File: src/rtl/bsg_manycore_bank_arb_pkg.sv
// Shared constants and width helpers for the local-memory bank arbiter.
package bsg_manycore_bank_arb_pkg;

  localparam int unsigned port_inst_lp   = 0;
  localparam int unsigned port_remote_lp = 1;
  localparam int unsigned port_dmem_lp   = 2;

  function automatic int id_width(input int n);
    int w;
    w = $clog2(n);
    return (w < 1) ? 1 : w;
  endfunction

  function automatic int bank_sel_width(input int num_banks);
    return id_width(num_banks);
  endfunction

  function automatic int port_id_width(input int num_ports);
    return id_width(num_ports);
  endfunction

  function automatic int cnt_width(input int limit);
    return id_width(limit + 1);
  endfunction

endpackage

File: src/rtl/bsg_manycore_bank_arb_starve_ctr.sv
// Per-port saturating stall counter; flags a port that has waited too long.
module bsg_manycore_bank_arb_starve_ctr
  import bsg_manycore_bank_arb_pkg::*;
#(
  parameter int starve_limit_p = 7,
  parameter int cnt_width_lp   = cnt_width(starve_limit_p)
) (
  input  logic clk_i,
  input  logic reset_i,
  input  logic v_i,
  input  logic yumi_i,
  output logic urgent_o
);

  localparam logic [cnt_width_lp-1:0] lim_lp =
    cnt_width_lp'(starve_limit_p);

  logic [cnt_width_lp-1:0] r_cnt;

  always_ff @(posedge clk_i or negedge reset_i) begin
    if (!reset_i) begin
      r_cnt <= '0;
    end else if ((starve_limit_p == 0) || yumi_i || !v_i) begin
      r_cnt <= '0;
    end else if (r_cnt != lim_lp) begin
      r_cnt <= r_cnt + 1'b1;
    end
  end

  assign urgent_o = (starve_limit_p != 0) && (r_cnt == lim_lp);

endmodule

File: src/rtl/bsg_manycore_bank_arb.sv
// Per-bank arbiter: fixed priority (highest index) with starvation aging.
module bsg_manycore_bank_arb
  import bsg_manycore_bank_arb_pkg::*;
#(
  parameter int num_ports_p       = 3,
  parameter int num_banks_p       = 4,
  parameter int starve_limit_p    = 7,
  parameter int bank_sel_width_lp = bank_sel_width(num_banks_p),
  parameter int port_id_width_lp  = port_id_width(num_ports_p),
  parameter int cnt_width_lp      = cnt_width(starve_limit_p)
) (
  input  logic                                           clk_i,
  input  logic                                           reset_i,
  input  logic [num_ports_p-1:0]                         v_i,
  input  logic [num_ports_p-1:0][bank_sel_width_lp-1:0]  bank_i,
  input  logic [num_ports_p-1:0]                         w_i,
  output logic [num_ports_p-1:0]                         yumi_o,
  output logic [num_banks_p-1:0]                         bank_v_o,
  output logic [num_banks_p-1:0]                         bank_w_o,
  output logic [num_banks_p-1:0][port_id_width_lp-1:0]   bank_port_o,
  output logic [num_ports_p-1:0]                         rv_o,
  output logic [num_ports_p-1:0]                         urgent_o
);

  logic [num_ports_p-1:0]                   w_urgent;
  logic [num_banks_p-1:0][num_ports_p-1:0]  w_gnt_all;
  logic [num_ports_p-1:0]                   w_yumi;
  logic [num_ports_p-1:0]                   r_rv;

  for (genvar p = 0; p < num_ports_p; p++) begin : g_port
    bsg_manycore_bank_arb_starve_ctr #(
      .starve_limit_p (starve_limit_p),
      .cnt_width_lp   (cnt_width_lp)
    ) u_ctr (
      .clk_i    (clk_i),
      .reset_i  (reset_i),
      .v_i      (v_i[p]),
      .yumi_i   (w_yumi[p]),
      .urgent_o (w_urgent[p])
    );
  end

  for (genvar b = 0; b < num_banks_p; b++) begin : g_bank
    logic [num_ports_p-1:0]      w_cand;
    logic [num_ports_p-1:0]      w_gnt;
    logic [port_id_width_lp-1:0] w_win;

    // Later assignments override: urgent scan runs last, lowest index wins.
    always_comb begin
      w_cand = '0;
      w_win  = '0;
      for (int p = 0; p < num_ports_p; p++) begin
        w_cand[p] = v_i[p] && (bank_i[p] == bank_sel_width_lp'(b));
      end
      for (int p = 0; p < num_ports_p; p++) begin
        if (w_cand[p]) w_win = port_id_width_lp'(p);
      end
      for (int p = num_ports_p - 1; p >= 0; p--) begin
        if (w_cand[p] && w_urgent[p]) w_win = port_id_width_lp'(p);
      end
    end

    always_comb begin
      w_gnt = '0;
      for (int p = 0; p < num_ports_p; p++) begin
        w_gnt[p] = reset_i && w_cand[p] &&
                   (w_win == port_id_width_lp'(p));
      end
    end

    assign w_gnt_all[b]   = w_gnt;
    assign bank_v_o[b]    = reset_i && (|w_cand);
    assign bank_w_o[b]    = |(w_gnt & w_i);
    assign bank_port_o[b] = reset_i ? w_win : '0;
  end

  always_comb begin
    w_yumi = '0;
    for (int b = 0; b < num_banks_p; b++) begin
      w_yumi = w_yumi | w_gnt_all[b];
    end
  end

  always_ff @(posedge clk_i or negedge reset_i) begin
    if (!reset_i) begin
      r_rv <= '0;
    end else begin
      r_rv <= w_yumi & ~w_i;
    end
  end

  assign yumi_o   = w_yumi;
  assign rv_o     = r_rv;
  assign urgent_o = w_urgent;

endmodule

File: config.mk
export PLATFORM = sky130hd
export DESIGN_NAME = bsg_manycore_bank_arb
export DESIGN_NICKNAME = d
export VERILOG_FILES = /design/src/rtl/bsg_manycore_bank_arb_pkg.sv /design/src/rtl/bsg_manycore_bank_arb_starve_ctr.sv /design/src/rtl/bsg_manycore_bank_arb.sv
export SDC_FILE = /design/constraint.sdc
export NUM_CORES = 1
export LEC_CHECK = 0
export ABC_CLOCK_PERIOD_IN_PS = 2300
export CAP_MARGIN = 20
export CORE_ASPECT_RATIO = 1.25
export CORE_MARGIN = 2
export CORE_UTILIZATION = 41
export CTS_CLUSTER_DIAMETER = 50
export DETAILED_ROUTE_END_ITERATION = 8
export GPL_ROUTABILITY_DRIVEN = 1
export PLACE_DENSITY = 0.73
export SETUP_SLACK_MARGIN = 0.15
export SLEW_MARGIN = 20
export SYNTH_ARGS = -nofsm -noshare
export SYNTH_HDL_FRONTEND = slang
export SYNTH_SLANG_ARGS = --single-unit
export TNS_END_PERCENT = 30
File: constraint.sdc
create_clock -name clk_i -period 2.3 [get_ports clk_i]
set_input_delay 0.46 -clock clk_i [delete_from_list [all_inputs] [get_ports clk_i]]
set_output_delay 0.46 -clock clk_i [all_outputs]
set_load 0.005 [all_outputs]
==> results by group <==
Outcome
  – Result of the run: finished with violations
  – Failing checks: negative setup slack

Timing
  – Final setup vio count: 9
  – Final hold violations: 0
  – Worst slew pin tran: 0.272 ns
  – Final-layout setup total negative slack: -1.22 ns
  – Final Max Slew Viols: 0
  – Max Clock Freq: 0.394 GHz
  – Minimum clock period after layout: 2.54 ns
  – Max Clock Skew: between 0.0007 and 0.0008 ns
  – Final period util: 110%
  – Final setup margin: -0.236 ns
  – Final hold slack: 0.586 ns
  – RSZ-0062 raised after global routing: yes
  – Remaining max-slew budget at the tightest pin: 81.8%

Power and ir drop
  – Leakage dissipation: 0.994 nW
  – Power per cell area: 312 nW/um2
  – Maximum ir drop on the vdd rail: 0.000199 V

Cells and area
  – Non-Filler Cell Area, Final: 2060 um2
  – Fraction of layout cells with a size suffix above 1: 55.8%
  – Number of inserted diodes: 0
  – Area Growth Syn to Fin: 82.2%
  – Number of fill cells in the layout: 209
  – Number of nets in the layout: 229
  – Fraction of the core area covered by cells at the end of the flow: 77.5%

Place
  – Routability congestion estimate from global placement: 0.844
  – Dpl ws: -0.718 ns
  – I/O Buffers: 38
  – Area after detailed placement: 1830 um2
  – HPWL after DPL: 2.90 mm

Synthesis
  – Post-synthesis async set-or-reset flop share: 100%
  – EDFF count, synth: 0
  – Cell area after synthesis: 1130 um2
  – Avg Cell Area, Syn: ~9.5 um2
  – Most frequent cell after synthesis: sky130_fd_sc_hd__dfrtp_1
  – Register bit total from synthesis: 12
  – Distinct cell type count after synthesis: 39
  – Post-synth top flop: sky130_fd_sc_hd__dfrtp_1
  – Syn Inst Count: 119
  – Post-Synthesis Net Count: around 140
  – Largest cells by area after synthesis: sky130_fd_sc_hd__dfrtp_1 27%, sky130_fd_sc_hd__ha_1 6.7%, sky130_fd_sc_hd__and4_1 5.4%
  – Synth warn: 0
  – Proportion of netlist area held by the largest area contributor: 26.6%
  – Most used standard cells in the synthesized netlist: 12 x sky130_fd_sc_hd__dfrtp_1, 11 x sky130_fd_sc_hd__nand2_1, 7 x sky130_fd_sc_hd__and4_1
  – Cell taking the most area after synthesis: sky130_fd_sc_hd__dfrtp_1
  – Sequential cell area fraction in the yosys report: 26.6%

Clocking
  – Number of sinks on the clock net: 12
  – Clk root buf: sky130_fd_sc_hd__clkbuf_4
  – Number of buffers created by CTS: 3
  – Clock slew seen by the registers of the worst setup and hold paths: 0.07 ns
  – Worst-case clock buffer depth: 2
  – Number of H-tree levels: 1
  – Worst-Skew Late Latency: 0.26 ns
  – CTS tree: done
  – Cts-stage hold buffer count: 0

Floorplan
  – Number of standard-cell rows in the floorplan: 21
  – Number of I/O pins: 39
  – Height of the die: between 60 and 70 um
  – Area of the die: around 3200 um2
  – Die width: 50.9 um
  – Effective utilization at floorplan: 42.5%
  – Core area: roughly 2700 um2

GRT
  – Initial antenna violation count: 0
  – Maximum number of pins on one net before global-route repair: 14
  – Number of global-route vias before repair: between 1000 and 1500
  – GRT Util Overall: between 20% and 30%
  – Global-route wire length before repair: 6.04 mm
  – Gr ovfl total: 0

Flow run
  – Maximum capacitance violations: 0

Critical path
  – Category of the most critical setup path: flip-flop to output port
  – Worst Path Required: roughly 1.8 ns
  – Crit path launch type: flip-flop
  – Critical Path Fanout Max: 3
  – Data arrival time of the critical path: between 2 and 2.5 ns
  – Setup crit end kind: output port

Route
  – Via count of the routed design: 1293
  – DRC errors left: 0
  – Total wirelength of the detailed-routed design: 3.92 mm
  – Average via count per standard cell: between 5 and 6
  – Number of DRC violations after detailed-routing iteration 0: 22
  – Residual antenna-violating net count after detailed routing: 0
  – Routed WL per cell: 16.2 um
  – 1st-pass router iterations: 4

Hold path
  – Hold/Removal Path Class: flip-flop to flip-flop
-- critical path, cell delays in order (launching register included) --
cell and delay [ns]:
sky130_fd_sc_hd__dfrtp_1 0.40, sky130_fd_sc_hd__ha_2 0.22, sky130_fd_sc_hd__ha_4 0.17, sky130_fd_sc_hd__or4b_1 0.46, sky130_fd_sc_hd__and4_4 0.18, sky130_fd_sc_hd__a22oi_2 0.17, sky130_fd_sc_hd__o21ai_1 0.09, sky130_fd_sc_hd__buf_2 0.13
-- registers in the layout (all words and copies together) (netlist names) --
signal              cells
rv_o                    3
g_port.u_ctr.r_cnt      9
-- area by class of cell --
cell class / instances / area [um2] / share of cell area, %
Inverter: 3 / 11.3 / 0.548
Sequential cell: 12 / 300 / 14.6
Multi-Input combinational cell: 90 / 855 / 41.6
Timing Repair Buffer: 99 / 811 / 39.4
Clock buffer: 4 / 36.3 / 1.77
Tap cell: 34 / 42.5 / 2.07
-- stage by stage --
| step | instances | power, mW |
|---|---|---|
| finish | 242 | 0.642 |
| global placement | 222 | 0.459 |
| CTS | 238 | 0.634 |
| detailed placement | 222 | 0.468 |
| global route | 242 | 0.684 |
| floorplan | 119 | 0.335 |
-- repair_timing --
item	4_1_cts	5_1_grt
buffers inserted	12	4
gates resized for setup	94	21
pin swaps	24	12
endpoints found under the setup margin	26	23
hold endpoints to repair	0	0
-- routing by layer --
| metal | track usage (%) | vias to the layer above | wire length, um |
|---|---|---|---|
| met5 | 0 | - | 0 |
| met4 | 9.12 | 0 | 63 |
| met3 | 0.957 | 4 | 98 |
| met2 | 48.7 | 39 | 2180 |
| met1 | 26.8 | 605 | 1580 |
| li1 | - | 645 | - |
-- power by group --
group          internal [mW]  total [mW]  switching, mW
Sequential             0.227       0.237         0.0103
Combinational          0.144       0.247          0.103
Clock                 0.0961       0.157         0.0610
-- layout by cell type (no fill, tap or decap), types with 3 or more instances in the layout --
| cell type | n |
|---|---|
| sky130_fd_sc_hd__and4_4 | 3 |
| sky130_fd_sc_hd__dlygate4sd2_1 | 5 |
| sky130_fd_sc_hd__buf_4 | 52 |
| sky130_fd_sc_hd__buf_6 | 14 |
| sky130_fd_sc_hd__clkdlybuf4s15_2 | 3 |
| sky130_fd_sc_hd__o2111a_2 | 3 |
| sky130_fd_sc_hd__clkbuf_2 | 4 |
| sky130_fd_sc_hd__buf_2 | 9 |
| sky130_fd_sc_hd__and4_1 | 6 |
| sky130_fd_sc_hd__nand2_1 | 9 |
| sky130_fd_sc_hd__and3_1 | 3 |
| sky130_fd_sc_hd__nor3b_2 | 4 |
| sky130_fd_sc_hd__mux2_2 | 4 |
| sky130_fd_sc_hd__clkdlybuf4s50_1 | 10 |
| sky130_fd_sc_hd__xnor2_1 | 3 |
| sky130_fd_sc_hd__nand4b_1 | 5 |
| sky130_fd_sc_hd__o31a_1 | 4 |
| sky130_fd_sc_hd__a22oi_2 | 3 |
| sky130_fd_sc_hd__dfrtp_1 | 12 |
| sky130_fd_sc_hd__clkbuf_4 | 3 |
| sky130_fd_sc_hd__and3b_1 | 5 |
-- cell families after synthesis --
family | after synthesis | share of synthesized area, %
buf+inv | 17 | 8.31
mux | 6 | 5.76
simple gates | 54 | 35.1
xor+xnor | 3 | 2.33
flops | 12 | 26.6
compound gates | 21 | 15.2
fa+ha+maj | 6 | 6.65
-- path summary, 6_finish.rpt --
kind,startpoint,slack [ns],endpoint,cells past startpoint
max,g_port[1].u_ctr.r_cnt[1],-0.24,bank_w_o[0],7
min,g_port[2].u_ctr.r_cnt[0],0.59,g_port[2].u_ctr.r_cnt[0],3
max reg2reg,g_port[1].u_ctr.r_cnt[0],0.20,rv_o[2],8
min reg2reg,g_port[2].u_ctr.r_cnt[0],0.59,g_port[2].u_ctr.r_cnt[0],3
max in group asynchronous,reset_i,1.48,g_port[1].u_ctr.r_cnt[2],3
min in group asynchronous,reset_i,0.67,g_port[0].u_ctr.r_cnt[2],3
Note: power is estimated with default switching activity, not from simulation.
